File: config.mk
export PLATFORM = sky130hd
export DESIGN_NAME = pcileech_tx_packer
export DESIGN_NICKNAME = d
export VERILOG_FILES = /design/src/rtl/pcileech_tx_pkg.sv /design/src/rtl/pcileech_tx_arb.sv /design/src/rtl/pcileech_tx_packer.sv
export SDC_FILE = /design/constraint.sdc
export NUM_CORES = 1
export LEC_CHECK = 0
export ABC_AREA = 1
export CORE_MARGIN = 2
export CORE_UTILIZATION = 40
export DETAILED_ROUTE_END_ITERATION = 10
export SLEW_MARGIN = 10
export SYNTH_ARGS = -nofsm -noshare
export SYNTH_HDL_FRONTEND = slang
export SYNTH_SLANG_ARGS = --single-unit
File: constraint.sdc
create_clock -name clk -period 31.4 [get_ports clk]
set_input_delay 4.71 -clock clk [delete_from_list [all_inputs] [get_ports clk]]
set_output_delay 4.71 -clock clk [all_outputs]
set_load 0.03 [all_outputs]
File: src/rtl/pcileech_tx_pkg.sv
// Shared constants and tag type for the pcileech TX frame packer.
package pcileech_tx_pkg;

  localparam logic [3:0]  HDR_MAGIC = 4'hE;
  localparam logic [3:0]  TAG_EMPTY = 4'hF;
  localparam logic [31:0] PAD_DWORD = 32'h0;
  localparam int          SLOTS     = 7;

  typedef struct packed {
    logic [1:0] port;
    logic [1:0] ctx;
  } tag_t;

  // Port 3 with ctx 3 would alias TAG_EMPTY, so its context is demoted to 2.
  function automatic tag_t make_tag(input logic [1:0] port, input logic [1:0] ctx);
    tag_t t;
    t.port = port;
    t.ctx  = (port == 2'd3 && ctx == 2'b11) ? 2'b10 : ctx;
    return t;
  endfunction

endpackage

File: src/rtl/pcileech_tx_arb.sv
// Combinational 4-way fixed-priority arbiter: port 0 wins, port 3 loses.
module pcileech_tx_arb (
  input  logic [3:0] valid_i,
  output logic [3:0] ready_o,
  output logic [1:0] sel_o,
  output logic       any_o
);

  always_comb begin
    ready_o = 4'b0000;
    sel_o   = 2'd0;
    any_o   = |valid_i;
    if (valid_i[0]) begin
      ready_o = 4'b0001;
      sel_o   = 2'd0;
    end else if (valid_i[1]) begin
      ready_o = 4'b0010;
      sel_o   = 2'd1;
    end else if (valid_i[2]) begin
      ready_o = 4'b0100;
      sel_o   = 2'd2;
    end else if (valid_i[3]) begin
      ready_o = 4'b1000;
      sel_o   = 2'd3;
    end
  end

endmodule

File: src/rtl/pcileech_tx_packer.sv
// Packs four prioritized 34-bit streams into 256-bit header+7-slot frames.
// Optional statistics counters: define PCILEECH_TX_PACKER_STATS_EN.
module pcileech_tx_packer
  import pcileech_tx_pkg::*;
#(
  parameter int FLUSH_CYCLES = 64
) (
  input  logic         clk,
  input  logic         rst,
  input  logic [33:0]  p0_din,
  input  logic         p0_valid,
  output logic         p0_ready,
  input  logic [33:0]  p1_din,
  input  logic         p1_valid,
  output logic         p1_ready,
  input  logic [33:0]  p2_din,
  input  logic         p2_valid,
  output logic         p2_ready,
  input  logic [33:0]  p3_din,
  input  logic         p3_valid,
  output logic         p3_ready,
  output logic [255:0] dout,
  output logic         valid,
`ifdef PCILEECH_TX_PACKER_STATS_EN
  output logic [31:0]  stat_frames,
  output logic [15:0]  stat_flushes,
`endif
  output logic [2:0]   dbg_fill_cnt
);

  // Handshake: a word moves when pN_valid & pN_ready; ready is combinational,
  // granted to the lowest-numbered valid port only, and forced low in reset.

  localparam logic [2:0]  LAST_SLOT = 3'(SLOTS - 1);
  localparam logic [15:0] IDLE_LAST = 16'(FLUSH_CYCLES - 1);

  logic [3:0]   arb_ready;
  logic [1:0]   sel;
  logic         any_valid;
  logic         accept;
  logic [33:0]  sel_din;
  tag_t         new_tag;

  logic [31:0]  pay_q [SLOTS];
  logic [31:0]  pay_d [SLOTS];
  logic [3:0]   tag_q [SLOTS];
  logic [3:0]   tag_d [SLOTS];
  logic [31:0]  ins_pay [SLOTS];
  logic [3:0]   ins_tag [SLOTS];
  logic [2:0]   fill_q, fill_d;
  logic [15:0]  idle_q, idle_d;
  logic         valid_q, valid_d;
  logic [255:0] dout_q, dout_d;
  logic [255:0] frame;
  logic         full_now, flush_now, emit;

  pcileech_tx_arb u_arb (
    .valid_i ({p3_valid, p2_valid, p1_valid, p0_valid}),
    .ready_o (arb_ready),
    .sel_o   (sel),
    .any_o   (any_valid)
  );

  assign {p3_ready, p2_ready, p1_ready, p0_ready} = rst ? 4'b0000 : arb_ready;
  assign accept = any_valid & ~rst;

  always_comb begin
    case (sel)
      2'd0:    sel_din = p0_din;
      2'd1:    sel_din = p1_din;
      2'd2:    sel_din = p2_din;
      default: sel_din = p3_din;
    endcase
  end

  assign new_tag = make_tag(sel, sel_din[33:32]);

  // The frame is assembled from the slot view that already contains this
  // cycle's word, so the 7th accept and its emit share one edge.
  always_comb begin
    for (int i = 0; i < SLOTS; i++) begin
      ins_pay[i] = pay_q[i];
      ins_tag[i] = tag_q[i];
    end
    if (accept) begin
      ins_pay[fill_q] = sel_din[31:0];
      ins_tag[fill_q] = new_tag;
    end
    frame        = '0;
    frame[31:28] = HDR_MAGIC;
    for (int i = 0; i < SLOTS; i++) begin
      frame[4*i +: 4]       = ins_tag[i];
      frame[32*(i+1) +: 32] = ins_pay[i];
    end
  end

  always_comb begin
    full_now  = accept && (fill_q == LAST_SLOT);
    flush_now = !accept && (fill_q != 3'd0) && (idle_q == IDLE_LAST);
    emit      = full_now || flush_now;

    fill_d = fill_q;
    for (int i = 0; i < SLOTS; i++) begin
      pay_d[i] = ins_pay[i];
      tag_d[i] = ins_tag[i];
    end
    if (emit) begin
      fill_d = 3'd0;
      for (int i = 0; i < SLOTS; i++) begin
        pay_d[i] = PAD_DWORD;
        tag_d[i] = TAG_EMPTY;
      end
    end else if (accept) begin
      fill_d = fill_q + 3'd1;
    end

    if (accept || emit || (fill_q == 3'd0)) idle_d = 16'd0;
    else                                    idle_d = idle_q + 16'd1;

    valid_d = emit;
    dout_d  = emit ? frame : dout_q;
  end

  always_ff @(posedge clk or posedge rst) begin
    if (rst) begin
      fill_q  <= 3'd0;
      idle_q  <= 16'd0;
      valid_q <= 1'b0;
      dout_q  <= '0;
      for (int i = 0; i < SLOTS; i++) begin
        pay_q[i] <= PAD_DWORD;
        tag_q[i] <= TAG_EMPTY;
      end
    end else begin
      fill_q  <= fill_d;
      idle_q  <= idle_d;
      valid_q <= valid_d;
      dout_q  <= dout_d;
      for (int i = 0; i < SLOTS; i++) begin
        pay_q[i] <= pay_d[i];
        tag_q[i] <= tag_d[i];
      end
    end
  end

  assign dout         = dout_q;
  assign valid        = valid_q;
  assign dbg_fill_cnt = fill_q;

`ifdef PCILEECH_TX_PACKER_STATS_EN
  logic [31:0] frames_q;
  logic [15:0] flushes_q;

  always_ff @(posedge clk or posedge rst) begin
    if (rst) begin
      frames_q  <= 32'd0;
      flushes_q <= 16'd0;
    end else begin
      if (emit)      frames_q  <= frames_q + 32'd1;
      if (flush_now) flushes_q <= flushes_q + 16'd1;
    end
  end

  assign stat_frames  = frames_q;
  assign stat_flushes = flushes_q;
`endif

endmodule

==> results.json, run 1 <==
{
  "layout-area-overhead-vs-synth_pct": 26.7,
  "antenna_found_initial": 2,
  "detail_routed_via_count_per_cell": 5.30,
  "static-leakage-power_nw": 14.6,
  "max_freq_mhz": 83.0,
  "arrival_ns": 7.34,
  "htreeDepth": 2,
  "synthDominantAreaCellType": "sky130_fd_sc_hd__dfrtp_1",
  "r2r_start": "idle_q[0]",
  "nNetsFinal": 3286,
  "synthArstFlopShare": 1.00,
  "ios": 406,
  "r2r_slack_ns": 27.20,
  "synth-warning-count": 0,
  "timing.final.setup_violations": 0,
  "worst_setup_hold_path_clk_slew_ns": 0.06,
  "top_cell_family_by_delay_on_the_critical_path": "buffers and inverters",
  "cts.repair_timing.setup_buffer_count": 0,
  "core_region_area_um2": 58900,
  "num_vias": 20994,
  "cap_violations": 0,
  "min_path_cells": 2,
  "effective_utilization_at_floorplan": 0.403,
  "critical_path.slowest_cell": "sky130_fd_sc_hd__clkdlybuf4s50_1",
  "cp-start-kind": "input port",
  "power.share.switching": 0.383,
  "grt_start_max_net_pins": 163,
  "clock_tree.root_cell": "sky130_fd_sc_hd__clkbuf_16",
  "wl_per_cell_um": 19.0,
  "grt_setup_unrepaired": "false",
  "fin_setup_tns_ns": 0,
  "die-area_um2": 61400,
  "synth_area_um2": 23800,
  "crit_path_end_kind": "output port",
  "place_area_um2": 28300,
  "combPwrFrac": 0.416,
  "finClkSkew_ns": 0.0167,
  "finalHoldViolCount": 0,
  "post_synth.cell_area_avg_um2": 8.45,
  "count_of_cells_resized_by_post_cts_repair": 0,
  "period_needed_ns": 12.05,
  "worstPathMaxFanout": 39,
  "timing.rr.end": "dout[182]",
  "first_global_vias": 20307,
  "std_cell_rows": 89,
  "floorplan.die.height_um": 248,
  "clock_latency_of_the_later_clocked_register_in_the_worst_skew_pair_ns": 0.60,
  "synth_area_leaders": "sky130_fd_sc_hd__dfrtp_1 52%, sky130_fd_sc_hd__nand2_1 14%, sky130_fd_sc_hd__nand3_1 7.5%",
  "hp-start": "dout[14]",
  "routed_antenna_nets": 0,
  "maxSlewViolCount": 0,
  "headroom_to_the_max_slew_limit": 0.216,
  "min_delay_worst_endpoint": "dout[14]",
  "global_route_total_usage_across_every_layer": 0.241,
  "peakVddDrop_mv": 0.0532,
  "ys.flop_type": "sky130_fd_sc_hd__dfrtp_1",
  "synth-seq-area-share": 0.554,
  "worstHoldPathType": "flop to flop",
  "result_of_the_run": "finished clean",
  "place_hpwl_um": 47200,
  "switching_power_w": 0.00119,
  "dpl_worst_slack_ns": 19.38,
  "cts-buffers-inserted": 56,
  "drc_errors": 0,
  "critPathBufInv": 6,
  "layout_setup_ws_ns": 19.35,
  "cp_cell_sequence": "buf_2 -> buf_4 -> inv_1 -> nand2_1 -> nand2_1 -> nand2_2 -> buf_4 -> inv_1 -> nor3_1 -> clkdlybuf4s50_1",
  "finish.instance_area_um2": 30100,
  "drt_iter0_markers": 1462,
  "port-buffer-count": 404,
  "die_w_um": 248,
  "clock_power_share": 0.217,
  "rr_worst_depth": 12,
  "grt_pass1_wl_um": 115000,
  "synth_top_area_share": 0.523,
  "post_cts_hold_buffer_count": 0,
  "part_of_the_total_power_dissipated_in_sequential_elements": 0.367,
  "drt-total-wl_um": 75300,
  "clock_tree_from_tritoncts": "yes",
  "worst_slew_pin_slew_ns": 1.18,
  "postSynthRegisterBits": 525,
  "setup.worst_path.start": "p2_valid",
  "gpl.final_weighted_congestion": 0.833,
  "worst-setup-path-type": "input port to output port",
  "netlist_instances": 2814,
  "synth.lib_cells_used.distinct": 29,
  "cellPowerDensity_nw_per_um2": 103,
  "worst-endpoint-required_ns": 26.69,
  "internal_power_w": 0.00192,
  "numClockSinks": 525,
  "detail_route.first_pass.iterations": 5,
  "finalCritPeriodShare": 0.384,
  "cts_buffer_depth": 3,
  "global_route.overflow_total": 0,
  "synth_enable_flop_cells": 0,
  "mapped_nets": 2960,
  "final_layout_size_suffix_gt1_frac": 0.128,
  "timing.critical_path.slowest_cell_delay_ns": 0.72,
  "fin_total_pwr_w": 0.00311
}
-- worst max path at each step --
stage                            to  slack, ns  cells after the start
finish                     p2_ready      19.35                     10
global placement           p2_ready      19.35                     10
detailed placement         p2_ready      19.38                     10
floorplan           dbg_fill_cnt[0]      12.01                      1
CTS                        p2_ready      19.37                     10
global route               p2_ready      19.24                     10
-- Yosys cell counts, types with 2 or more instances --
library cell                 n
sky130_fd_sc_hd__nand4_1   242
sky130_fd_sc_hd__xor2_1      6
sky130_fd_sc_hd__dfrtp_1   497
sky130_fd_sc_hd__a21oi_1     5
sky130_fd_sc_hd__o21ai_0    10
sky130_fd_sc_hd__nand3_1   355
sky130_fd_sc_hd__dfstp_2    28
sky130_fd_sc_hd__or2_2     249
sky130_fd_sc_hd__nor3_1     13
sky130_fd_sc_hd__inv_1      63
sky130_fd_sc_hd__ha_1        4
sky130_fd_sc_hd__buf_2      80
sky130_fd_sc_hd__buf_6      10
sky130_fd_sc_hd__clkbuf_1   59
sky130_fd_sc_hd__buf_4       9
sky130_fd_sc_hd__nor2_1    268
sky130_fd_sc_hd__buf_1       2
sky130_fd_sc_hd__nand2_1   903
-- routing by layer --
metal  track usage  vias to the layer above  part of all wire
met5             0                        -                 0
met4        0.0759                        0             0.028
met3        0.0481                      126             0.063
met2         0.382                      668              0.47
met1         0.332                    10328              0.44
li1              -                     9872                 -
-- cell usage in the layout, fill, tap and decap left out --
cell type                         Yosys  routed
sky130_fd_sc_hd__conb_1               1       1
sky130_fd_sc_hd__nor3_1              13      13
sky130_fd_sc_hd__inv_8                0       2
sky130_fd_sc_hd__clkdlybuf4s50_1      0     403
sky130_fd_sc_hd__buf_12               0       1
sky130_fd_sc_hd__nand2_1            903     902
sky130_fd_sc_hd__clkinvlp_4           0       2
sky130_fd_sc_hd__o21ai_4              0       2
sky130_fd_sc_hd__xnor2_1              1       1
sky130_fd_sc_hd__nor2_1             268     260
sky130_fd_sc_hd__clkbuf_8             0      14
sky130_fd_sc_hd__dfstp_2             28      28
sky130_fd_sc_hd__buf_2               80       1
sky130_fd_sc_hd__o21ai_0             10      10
sky130_fd_sc_hd__inv_2                1       1
sky130_fd_sc_hd__clkbuf_16            0      57
sky130_fd_sc_hd__or2_2              249     249
sky130_fd_sc_hd__nor4_1               1       1
sky130_fd_sc_hd__xor2_1               6       6
sky130_fd_sc_hd__diode_2              0       2
sky130_fd_sc_hd__buf_4                9      24
sky130_fd_sc_hd__ha_1                 4       4
sky130_fd_sc_hd__clkbuf_1            59      13
sky130_fd_sc_hd__nor2_4               0       9
sky130_fd_sc_hd__dfrtp_1            497     497
sky130_fd_sc_hd__nand4_1            242     242
sky130_fd_sc_hd__nand3_1            355     355
sky130_fd_sc_hd__a21oi_1              5       5
sky130_fd_sc_hd__inv_1               63      62
sky130_fd_sc_hd__bufinv_16            0       4
sky130_fd_sc_hd__clkinv_2             0      11
sky130_fd_sc_hd__and3_1               1       1
sky130_fd_sc_hd__nand2_2              1       2
-- registers in the layout, indices dropped and copies added (netlist names) --
signal	flops
dout	253
pay_q	224
tag_q	28
idle_q	16
dbg_fill_cnt	3
valid	1
-- power by group through the flow --
stage               Clock, W  Sequential, W  Combinational [W]
floorplan                  0        0.00138           0.000563
global placement           0        0.00114            0.00127
detailed placement         0        0.00115            0.00129
CTS                 0.000689        0.00114            0.00130
global route        0.000715        0.00117            0.00142
finish              0.000674        0.00114            0.00129
-- metrics by stage --
step / util / hold slack, ns / std cells
5_1_grt: 0.511 / 0.494 / 3958
3_5_place_dp: 0.480 / 0.464 / 3855
2_1_floorplan: - / 0.485 / 2814
3_3_place_gp: 0.480 / 0.462 / 3855
4_1_cts: 0.511 / 0.478 / 3956
6_report: 0.511 / 0.477 / 3958
-- worst register-to-register path: stages (launching register included) --
cell	delay, ns
sky130_fd_sc_hd__dfrtp_1	0.45
sky130_fd_sc_hd__ha_1	0.25
sky130_fd_sc_hd__nand2_1	0.07
sky130_fd_sc_hd__inv_1	0.07
sky130_fd_sc_hd__nand2_1	0.10
sky130_fd_sc_hd__nor2_1	0.12
sky130_fd_sc_hd__nand2_1	0.09
sky130_fd_sc_hd__o21ai_4	0.20
sky130_fd_sc_hd__buf_4	0.52
sky130_fd_sc_hd__buf_4	0.97
sky130_fd_sc_hd__buf_4	0.95
sky130_fd_sc_hd__nand3_1	0.23
sky130_fd_sc_hd__nand2_1	0.10
-- kinds of logic after synthesis --
| group | share of synthesized area |
|---|---|
| buffers and inverters | 0.0445 |
| other | 0.000158 |
| AOI/OAI and AO/OA | 0.00374 |
| xor gates and xnor gates | 0.00258 |
| adders and majority gates | 0.00211 |
| and+or+nand+nor | 0.393 |
| DFF | 0.554 |
-- cell type report --
cell class | count | area, µm²
Antenna cell | 2 | 5.00
Tap cell | 773 | 967
Clock inverter | 17 | 190
Clock buffer | 84 | 1670
Sequential cell | 525 | 13200
Multi-Input combinational cell | 2063 | 9620
Timing Repair Buffer | 429 | 4240
Inverter | 65 | 259
Fill cell | 5586 | 28800
Power figures use the tool's default switching activity.
==> run 2: changes to the inputs <==
clock period = 11.27 ns   (was 31.4 ns; I/O delays follow)
==> run 2 against run 1 <==
Non-clock buffer count decreased by 1. Sequential share of layout area decreased by 0.16 points. Wire length shrank 0.24%. Global-route usage is 0.11 points higher. Critical path depth down 1. Critical endpoint unchanged.
==> results.json, run 2 (synthesis gave the netlist of run 1 again) <==
{
  "result_of_the_run": "finished clean",
  "ios": 406,
  "grt_start_max_net_pins": 200,
  "layout-area-overhead-vs-synth_pct": 27.2,
  "drt-total-wl_um": 75100,
  "place_hpwl_um": 46900,
  "headroom_to_the_max_slew_limit": 0.259,
  "period_needed_ns": 6.31,
  "routed_antenna_nets": 0,
  "crit_path_end_kind": "output port",
  "cp-start-kind": "input port",
  "finalHoldViolCount": 0,
  "worstHoldPathType": "flop to flop",
  "timing.final.setup_violations": 0,
  "drt_iter0_markers": 1624,
  "worst_slew_pin_slew_ns": 1.11,
  "max_freq_mhz": 159,
  "cts.repair_timing.setup_buffer_count": 0,
  "std_cell_rows": 89,
  "gpl.final_weighted_congestion": 0.824,
  "cap_violations": 0,
  "grt_pass1_wl_um": 116000,
  "effective_utilization_at_floorplan": 0.403,
  "floorplan.die.height_um": 248,
  "antenna_found_initial": 3,
  "nNetsFinal": 3286,
  "hold_slack_ns": 0.471,
  "drc_errors": 0,
  "static-leakage-power_nw": 14.7,
  "clock_tree_from_tritoncts": "yes",
  "maxSlewViolCount": 0,
  "detail_routed_via_count_per_cell": 5.30,
  "fin_setup_tns_ns": 0,
  "core_region_area_um2": 58900,
  "cellPowerDensity_nw_per_um2": 290,
  "worst-setup-path-type": "input port to output port",
  "global_route_total_usage_across_every_layer": 0.242,
  "port-buffer-count": 404,
  "largest_reg_flops": 253,
  "grt_setup_unrepaired": "false",
  "layout.cells.most_common": "sky130_fd_sc_hd__nand2_1",
  "final_core_utilization": 0.513,
  "global_route.overflow_total": 0,
  "layout.filler_cells": 5471,
  "final_layout_size_suffix_gt1_frac": 0.129,
  "worstPathMaxFanout": 39,
  "commonest_non_fill_non_tap_cells_in_the_layout": "902 x sky130_fd_sc_hd__nand2_1, 497 x sky130_fd_sc_hd__dfrtp_1, 403 x sky130_fd_sc_hd__clkdlybuf4s50_1",
  "die-area_um2": 61400,
  "num_antenna_cells": 0,
  "numClockSinks": 525,
  "finalCritPeriodShare": 0.560,
  "htreeDepth": 2,
  "worst_setup_hold_path_clk_slew_ns": 0.06,
  "peakVddDrop_mv": 0.133,
  "cts_buffer_depth": 3,
  "detail_route.first_pass.iterations": 5,
  "post_cts_hold_buffer_count": 0,
  "die_w_um": 248,
  "clock_tree.root_cell": "sky130_fd_sc_hd__clkbuf_16",
  "finClkSkew_ns": 0.0157,
  "count_of_cells_resized_by_post_cts_repair": 0,
  "wl_per_cell_um": 19.0,
  "first_global_vias": 20137,
  "worst-endpoint-required_ns": 9.58,
  "fin_total_pwr_w": 0.00876,
  "r2r_slack_ns": 7.81,
  "cts-buffers-inserted": 57,
  "num_vias": 20990,
  "clock_latency_of_the_later_clocked_register_in_the_worst_skew_pair_ns": 0.61,
  "arrival_ns": 4.62
}
## run 2: cell types whose count changed in the layout (fill, tap and decap cells not counted)
cell                         before  now
sky130_fd_sc_hd__clkinv_4         0    1
sky130_fd_sc_hd__clkbuf_8        14   12
sky130_fd_sc_hd__inv_6            0    1
sky130_fd_sc_hd__clkbuf_16       57   59
sky130_fd_sc_hd__inv_8            2    1
sky130_fd_sc_hd__diode_2          2    0
sky130_fd_sc_hd__buf_12           1    3
sky130_fd_sc_hd__clkinvlp_4       2    4
sky130_fd_sc_hd__clkbuf_1        13   12
sky130_fd_sc_hd__buf_4           24   21
sky130_fd_sc_hd__bufinv_16        4    6
## run 2: area by class of cell
type,instances,area [µm²],area share
clock buffers,83,1690,0.0558
multi-input cells,2063,9620,0.318
clock inverters,22,275,0.00910
flip-flops and latches,525,13200,0.436
repair buffers,428,4260,0.141
inverters,65,255,0.00844
well taps,773,967,0.0320
## run 2: metrics by stage
stage | instance area, µm² | cells | setup WS, ns
floorplan | 23800 | 2814 | 0.0110
global placement | 28300 | 3854 | 4.97
detailed placement | 28300 | 3854 | 4.94
CTS | 30200 | 3959 | 4.99
global route | 30200 | 3959 | 4.78
finish | 30200 | 3959 | 4.96
## run 2: critical path, stage by stage
cell and delay [ns]:
sky130_fd_sc_hd__buf_2 0.81, sky130_fd_sc_hd__inv_1 0.09, sky130_fd_sc_hd__nand2_1 0.13, sky130_fd_sc_hd__nand2_1 0.08
sky130_fd_sc_hd__nand2_2 0.05, sky130_fd_sc_hd__buf_4 0.56, sky130_fd_sc_hd__inv_1 0.23, sky130_fd_sc_hd__nor3_1 0.22
sky130_fd_sc_hd__clkdlybuf4s50_1 0.71
## run 2: final timing paths
check                          start        end  cells past startpoint
setup / recovery            p2_valid   p2_ready                      9
hold / removal              dout[26]   dout[26]                      2
setup reg to reg           idle_q[0]  dout[201]                     11
hold reg to reg             dout[26]   dout[26]                      2
max in group asynchronous        rst  dout[120]                      5
min in group asynchronous        rst  idle_q[1]                      2
## run 2: metal layers
layer	wire (µm)	vias up	global-route usage	part of all wire
li1	-	9885	-	-
met1	33800	10283	0.345	0.45
met2	35100	685	0.384	0.47
met3	4240	133	0.0324	0.056
met4	1970	4	0.0722	0.026
met5	22	-	0	0.00029
## run 2: where the power goes
| group | leakage (nW) | total [W] | internal [W] | switching, W |
|---|---|---|---|---|
| sequential | 6.51 | 0.00319 | 0.00277 | 0.000425 |
| clock | 0.964 | 0.00196 | 0.00117 | 0.000785 |
| combinational | 7.20 | 0.00361 | 0.00147 | 0.00214 |
| total | 14.7 | 0.00876 | 0.00541 | 0.00335 |
==> run 3: changes to the inputs <==
PLACE_DENSITY = 0.65   (was not set)
clock period = 5.7 ns   (was 11.27 ns; I/O delays follow)
==> run 3 against run 2 <==
Via count up 1.0%. Sequential share of layout area about the same. Cell count up 0.18%. Critical path type unchanged. Largest cell class unchanged. Clock skew up 0.0098 ns. Die area unchanged. Combinational power up 100%. Register-to-register slack worse by 5.1 ns. Clock-buffer cell count up 10. Non-clock buffer count up 4. Sequential power up 97%.
==> results.json, run 3 (synthesis gave the netlist of run 1 again) <==
{
  "min_delay_worst_endpoint": "dout[218]",
  "commonest_non_fill_non_tap_cells_in_the_layout": "902 x sky130_fd_sc_hd__nand2_1, 497 x sky130_fd_sc_hd__dfrtp_1, 403 x sky130_fd_sc_hd__clkdlybuf4s50_1",
  "largest_reg_flops": 253,
  "count_of_cells_resized_by_post_cts_repair": 0,
  "drt_iter0_markers": 1566,
  "worstHoldPathType": "flop to flop",
  "gpl.final_weighted_congestion": 0.844,
  "r2r_slack_ns": 2.72,
  "detail_routed_via_count_per_cell": 5.35,
  "hold_slack_ns": 0.478,
  "cellPowerDensity_nw_per_um2": 568,
  "core_region_area_um2": 58900,
  "place_hpwl_um": 48000,
  "routed_antenna_nets": 0,
  "cts.repair_timing.setup_buffer_count": 0,
  "worst-setup-path-type": "input port to output port",
  "critical_path.slowest_cell": "sky130_fd_sc_hd__clkdlybuf4s50_1",
  "period_needed_ns": 4.34,
  "std_cell_rows": 89,
  "static-leakage-power_nw": 14.7,
  "finalHoldViolCount": 0,
  "port-buffer-count": 404,
  "num_antenna_cells": 0,
  "result_of_the_run": "finished clean",
  "cap_violations": 0,
  "clock_latency_of_the_later_clocked_register_in_the_worst_skew_pair_ns": 0.62,
  "clock_tree_from_tritoncts": "yes",
  "grt_setup_unrepaired": "false",
  "top_cell_family_by_delay_on_the_critical_path": "buffers and inverters",
  "floorplan.die.height_um": 248,
  "effective_utilization_at_floorplan": 0.403,
  "cp_cell_sequence": "clkdlybuf4s50_1 -> inv_1 -> nand2_2 -> inv_1 -> nor3_1 -> clkdlybuf4s50_1",
  "antenna_found_initial": 0,
  "timing.rr.end": "dout[177]",
  "hp-start": "dout[218]",
  "crit_path_end_kind": "output port",
  "nNetsFinal": 3291,
  "timing.final.setup_violations": 0,
  "first_global_vias": 20310,
  "headroom_to_the_max_slew_limit": 0.00270,
  "r2r_start": "idle_q[0]",
  "cp-start-kind": "input port",
  "cts_buffer_depth": 3,
  "worstPathMaxFanout": 16,
  "die_w_um": 248,
  "layout.cells.most_common": "sky130_fd_sc_hd__nand2_1",
  "peakVddDrop_mv": 0.357,
  "numClockSinks": 525,
  "ios": 406,
  "wl_per_cell_um": 19.0,
  "cp.depth": 6,
  "finish.instance_area_um2": 30300,
  "arrival_ns": 3.49,
  "grt_pass1_wl_um": 116000,
  "worst_slew_pin_slew_ns": 1.50,
  "min_path_cells": 2,
  "post_cts_hold_buffer_count": 0,
  "num_vias": 21199,
  "die-area_um2": 61400,
  "layout-area-overhead-vs-synth_pct": 27.3,
  "grt_start_max_net_pins": 271,
  "global_route_total_usage_across_every_layer": 0.243,
  "worst-endpoint-required_ns": 4.85,
  "detail_route.first_pass.iterations": 7,
  "worst_setup_hold_path_clk_slew_ns": 0.06,
  "finClkSkew_ns": 0.0254,
  "max_freq_mhz": 230,
  "global_route.overflow_total": 0,
  "cts-buffers-inserted": 58,
  "drt-total-wl_um": 75500,
  "clock_tree.root_cell": "sky130_fd_sc_hd__clkbuf_16",
  "place_area_um2": 28300,
  "fin_total_pwr_w": 0.0172,
  "drc_errors": 0,
  "critPathBufInv": 4,
  "timing.critical_path.slowest_cell_delay_ns": 0.81,
  "htreeDepth": 2,
  "final_layout_size_suffix_gt1_frac": 0.129,
  "maxSlewViolCount": 0,
  "rr_worst_depth": 10,
  "finalCritPeriodShare": 0.762
}
-- run 3: layout make-up --
type	count	area, µm²
inverter	65	255
timing repair buffer	432	4360
tap	773	967
clock inverter	15	110
multi-input combinational	2063	9620
fill	5399	28600
sequential	525	13200
clock buffer	93	1770
-- run 3: metrics by stage --
stage	setup slack (ns)	TNS, ns	utilization	std cells
after floorplan	-4.52	-3482.05	-	2814
after global placement	1.40	0	0.481	3857
after detailed placement	1.43	0	0.481	3857
after CTS	1.40	0	0.513	3965
after global routing	1.30	0	0.514	3966
final	1.36	0	0.514	3966
-- run 3: report_power, final --
part           internal (W)  switching (W)
combinational       0.00293        0.00428
clock               0.00216        0.00153
sequential          0.00547       0.000814
-- run 3: how the worst max path moves through the flow --
stage	startpoint	to	slack [ns]
final	p0_valid	p2_ready	1.36
after global routing	p0_valid	p2_ready	1.30
after CTS	p0_valid	p2_ready	1.40
after detailed placement	p0_valid	p2_ready	1.43
after global placement	p3_valid	p2_ready	1.40
after floorplan	rst	dout[31]	-4.52
-- run 3: per-layer routing --
metal  GRT usage  part of all wire
met1       0.335              0.43
met2       0.394              0.47
met3      0.0363             0.066
met4      0.0784             0.029
met5           0                 0
-- run 3: worst reg2reg max path: stages (launching register included) --
cell,delay [ns]
sky130_fd_sc_hd__dfrtp_1,0.48
sky130_fd_sc_hd__ha_1,0.27
sky130_fd_sc_hd__nand2_1,0.07
sky130_fd_sc_hd__inv_1,0.07
sky130_fd_sc_hd__nand2_1,0.09
sky130_fd_sc_hd__nor2_1,0.12
sky130_fd_sc_hd__nand2_1,0.09
sky130_fd_sc_hd__o21ai_4,0.29
sky130_fd_sc_hd__buf_12,0.58
sky130_fd_sc_hd__nand3_1,0.72
sky130_fd_sc_hd__nand2_1,0.12
==> patch 1: new RTL, config.mk and constraints of run 2 <==
Build with the macro `PCILEECH_TX_PACKER_STATS_EN` defined.
--- a/src/rtl/pcileech_tx_packer.sv
+++ b/src/rtl/pcileech_tx_packer.sv
@@ -1,5 +1,7 @@
 // Packs four prioritized 34-bit streams into 256-bit header+7-slot frames.
 // Optional statistics counters: define PCILEECH_TX_PACKER_STATS_EN.
+`define PCILEECH_TX_PACKER_STATS_EN
+
 module pcileech_tx_packer
   import pcileech_tx_pkg::*;
 #(
Check against the original RTL (old outputs only; new: stat_flushes and stat_frames): no difference found for any inputs over 4 cycles, from zero or initial values and one cycle with rst high; that may be too few to reach the edited logic, so the function may still have changed.
==> patch 1 against run 2 <==
Sequential cell count grew 48; cell area is 12% higher; via count is 11% higher; setup slack better by 210 ps; global-route usage increased by 0.49 points; register-to-register slack got worse by 230 ps; hold slack better by 4.4 ps; routed wire length increased by 14%; synthesized area up 12%; power up 4.3%; maximum frequency increased by 3.4%; critical path type unchanged.
==> patch 1: results (changes against run 2) <==
Parameter                              Value

Run status
  Result of the run ... finished clean (unchanged)

Setup path
  Register-to-register setup slack ... 7580 ps (was 7810 ps)
  Slowest cell on the critical path ... sky130_fd_sc_hd__clkdlybuf4s50_1 (was sky130_fd_sc_hd__buf_2)
  Launch point of the worst path ... p1_valid (was p2_valid)
  Data arrival time of the worst path ... 4410 ps (was 4620 ps)
  Cell depth of the worst flop-to-flop path ... 12 (was 11)
  CP Capture Point ... p3_ready (was p2_ready)

GRT
  Number of antenna violations at the first check in global routing ... 7 (was 3)
  GR met2 Demand/Resource ... 37.5% (was 38.4%)
  Wire length of the first global-routing pass ... 130000 um (was 116000 um)
  GR Layer Usage met3 ... 4.72% (was 3.24%)
  Via count of the first global-routing pass ... 21.8k (was 20.1k)

Final layout
  Filler cell count ... 6344 (was 5471)
  Final instance count without filler cells ... 4520 (was 3959)

Power and ir drop
  Leakage power ... 0.0161 uW (was 0.0147 uW)
  Switching power share of the total ... 38.3% (was 38.2%)

Placement
  Number of port buffers ... 452 (was 404)

Detailed routing
  Via density per instance ... 5.13 (was 5.30)
  First-pass detailed-route iteration total ... 6 (was 5)
  WL met3 ... 5910 um (was 4240 um)
  Drt initial violations ... 2036 (was 1624)
  Met2 wire length ... 38700 um (was 35100 um)

STA
  Measured slew at the worst slew-check pin ... 1090 ps (was 1110 ps)
  Hold slack ... 475 ps (was 471 ps)
  Worst Slack Setup Final ... 5170 ps (was 4960 ps)

Synthesis
  Most instantiated cells after synthesis ... 1087 x sky130_fd_sc_hd__nand2_1, 545 x sky130_fd_sc_hd__dfrtp_1, 366 x sky130_fd_sc_hd__nand3_1 (was 903 x sky130_fd_sc_hd__nand2_1, 497 x sky130_fd_sc_hd__dfrtp_1, 355 x sky130_fd_sc_hd__nand3_1)
  Adder and majority gate portion of the synthesized area ... 0.282% (was 0.211%)
  Avg Cell Area, Syn ... 8.23 um2 (was 8.45 um2)
[patch 1: cell types whose count changed after synthesis, moves of 16 or more]
cell / delta
sky130_fd_sc_hd__o21ai_0: +26
sky130_fd_sc_hd__inv_1: +19
sky130_fd_sc_hd__nand2_1: +184
sky130_fd_sc_hd__dfrtp_1: +48
sky130_fd_sc_hd__nor2_1: +57
sky130_fd_sc_hd__xor2_1: +16
sky130_fd_sc_hd__buf_2: +24
[patch 1: power groups by stage]
stage          logic [uW]  clock network [uW]  registers, uW
5_1_grt              4110                2130           3460
2_1_floorplan        1600                   0           4120
4_1_cts              3780                2040           3380
3_5_place_dp         3760                   0           3390
3_3_place_gp         3710                   0           3390
6_report             3760                2000           3370
[patch 1: layout make-up]
class	count	share of cell area, %
inverters	86	0.968
repair buffers	479	14.1
clock inverters	13	0.349
multi-input cells	2400	33.2
clock buffers	98	5.50
flip-flops and latches	573	42.6
well taps	864	3.21
diodes	7	0.0519
==> patch 2: new RTL, config.mk and constraints of run 2 <==
Made on the original files. Register the output `dbg_fill_cnt` once more, cleared by the reset; this adds one clock of latency there. The other outputs are not delayed to match.
--- a/src/rtl/pcileech_tx_packer.sv
+++ b/src/rtl/pcileech_tx_packer.sv
@@ -145,7 +145,13 @@
 
   assign dout         = dout_q;
   assign valid        = valid_q;
-  assign dbg_fill_cnt = fill_q;
+  always_ff @(posedge clk or posedge rst) begin
+    if (rst) begin
+      dbg_fill_cnt <= '0;
+    end else begin
+      dbg_fill_cnt <= fill_q;
+    end
+  end
 
 `ifdef PCILEECH_TX_PACKER_STATS_EN
   logic [31:0] frames_q;
Formal check against the unedited RTL: not equivalent (a bounded check fails within 4 cycles, from zero or initial values and one cycle with rst high).
==> patch 2 against run 2 <==
Synthesized area fell by 0.15%; sequential cell count rose by 3; global-route usage increased by 0.11 points; cell area shrank 0.27%; routed wire length is 0.17% higher; setup slack gained 900 ps; power shrank 0.85%; largest cell class unchanged.
==> patch 2: results (changes against run 2) <==
Parameter                              Value

GRT
  Pin count of the biggest net entering global routing ... 255 (was 200)
  Number of antenna violations at the first check in global routing ... 1 (was 3)
  Via count of the first global-routing pass ... 19.9k (was 20.1k)

STA
  Final worst path period share ... 48.0% (was 56.0%)
  Worst slew margin relative to its limit ... 22.8% (was 25.9%)
  Worst Skew ... 20.2 ps (was 15.7 ps)

Power and ir drop
  Leakage power ... 0.0147 uW (about the same)

Synthesis
  Adder and majority gate portion of the synthesized area ... 0.211% (about the same)
  Top cells by area in the synthesized netlist ... sky130_fd_sc_hd__dfrtp_1 53%, sky130_fd_sc_hd__nand2_1 15%, sky130_fd_sc_hd__nand3_1 6.8% (was sky130_fd_sc_hd__dfrtp_1 52%, sky130_fd_sc_hd__nand2_1 14%, sky130_fd_sc_hd__nand3_1 7.5%)
  Compound-gate portion of the synthesized area ... 0.374% (about the same)
  Distinct cells, synth ... 26 (was 29)

Setup path
  Critical-path maximum fanout ... 113 (was 39)
  Biggest cell delay along the critical path ... 1000 ps (was 810 ps)
  FF-to-FF End ... dout[246] (was dout[201])
  Data arrival time of the worst path ... 5960 ps (was 4620 ps)

Final layout
  Share of final-layout standard cells stronger than drive strength 1 ... 12.7% (was 12.9%)

Run status
  Result of the run ... finished clean (unchanged)

Placement
  Setup slack after placement ... 5250 ps (was 4940 ps)
  Detailed placer's ending HPWL ... 47600 um (was 46900 um)

Detailed routing
  Met2 wire length ... 35700 um (was 35100 um)
  WL met3 ... 4180 um (was 4240 um)
  Via density per instance ... 5.22 (was 5.30)
  Drt initial violations ... 1409 (was 1624)
  Total length of routed wires ... 75200 um (was 75100 um)

Clocking
  Total clock buffers created by CTS ... 56 (was 57)
## patch 2: worst min path at each step
stage / to / slack (ps) / start
final: dout[212] / 470 / dout[212]
after global routing: dout[126] / 490 / dout[126]
after CTS: dout[212] / 480 / dout[212]
after detailed placement: dout[212] / 460 / dout[212]
after global placement: dbg_fill_cnt[0] / 460 / fill_q[0]
after floorplan: dbg_fill_cnt[0] / 420 / fill_q[0]
## patch 2: cell type report
type	instances	area, um2
flip-flops and latches	528	13200
clock buffers	83	1640
inverters	65	255
clock inverters	19	209
multi-input cells	2064	9590
diodes	1	2.50
fillers	5561	28600
well taps	773	967
repair buffers	429	4240
## patch 2: power by group
group / leakage (uW) / total (uW) / switching (uW) / internal [uW]
Combinational: 0.00720 / 3620 / 2150 / 1470
Sequential: 0.00654 / 3190 / 409 / 2780
Clock: 0.000918 / 1870 / 774 / 1100
Total: 0.0147 / 8680 / 3330 / 5350
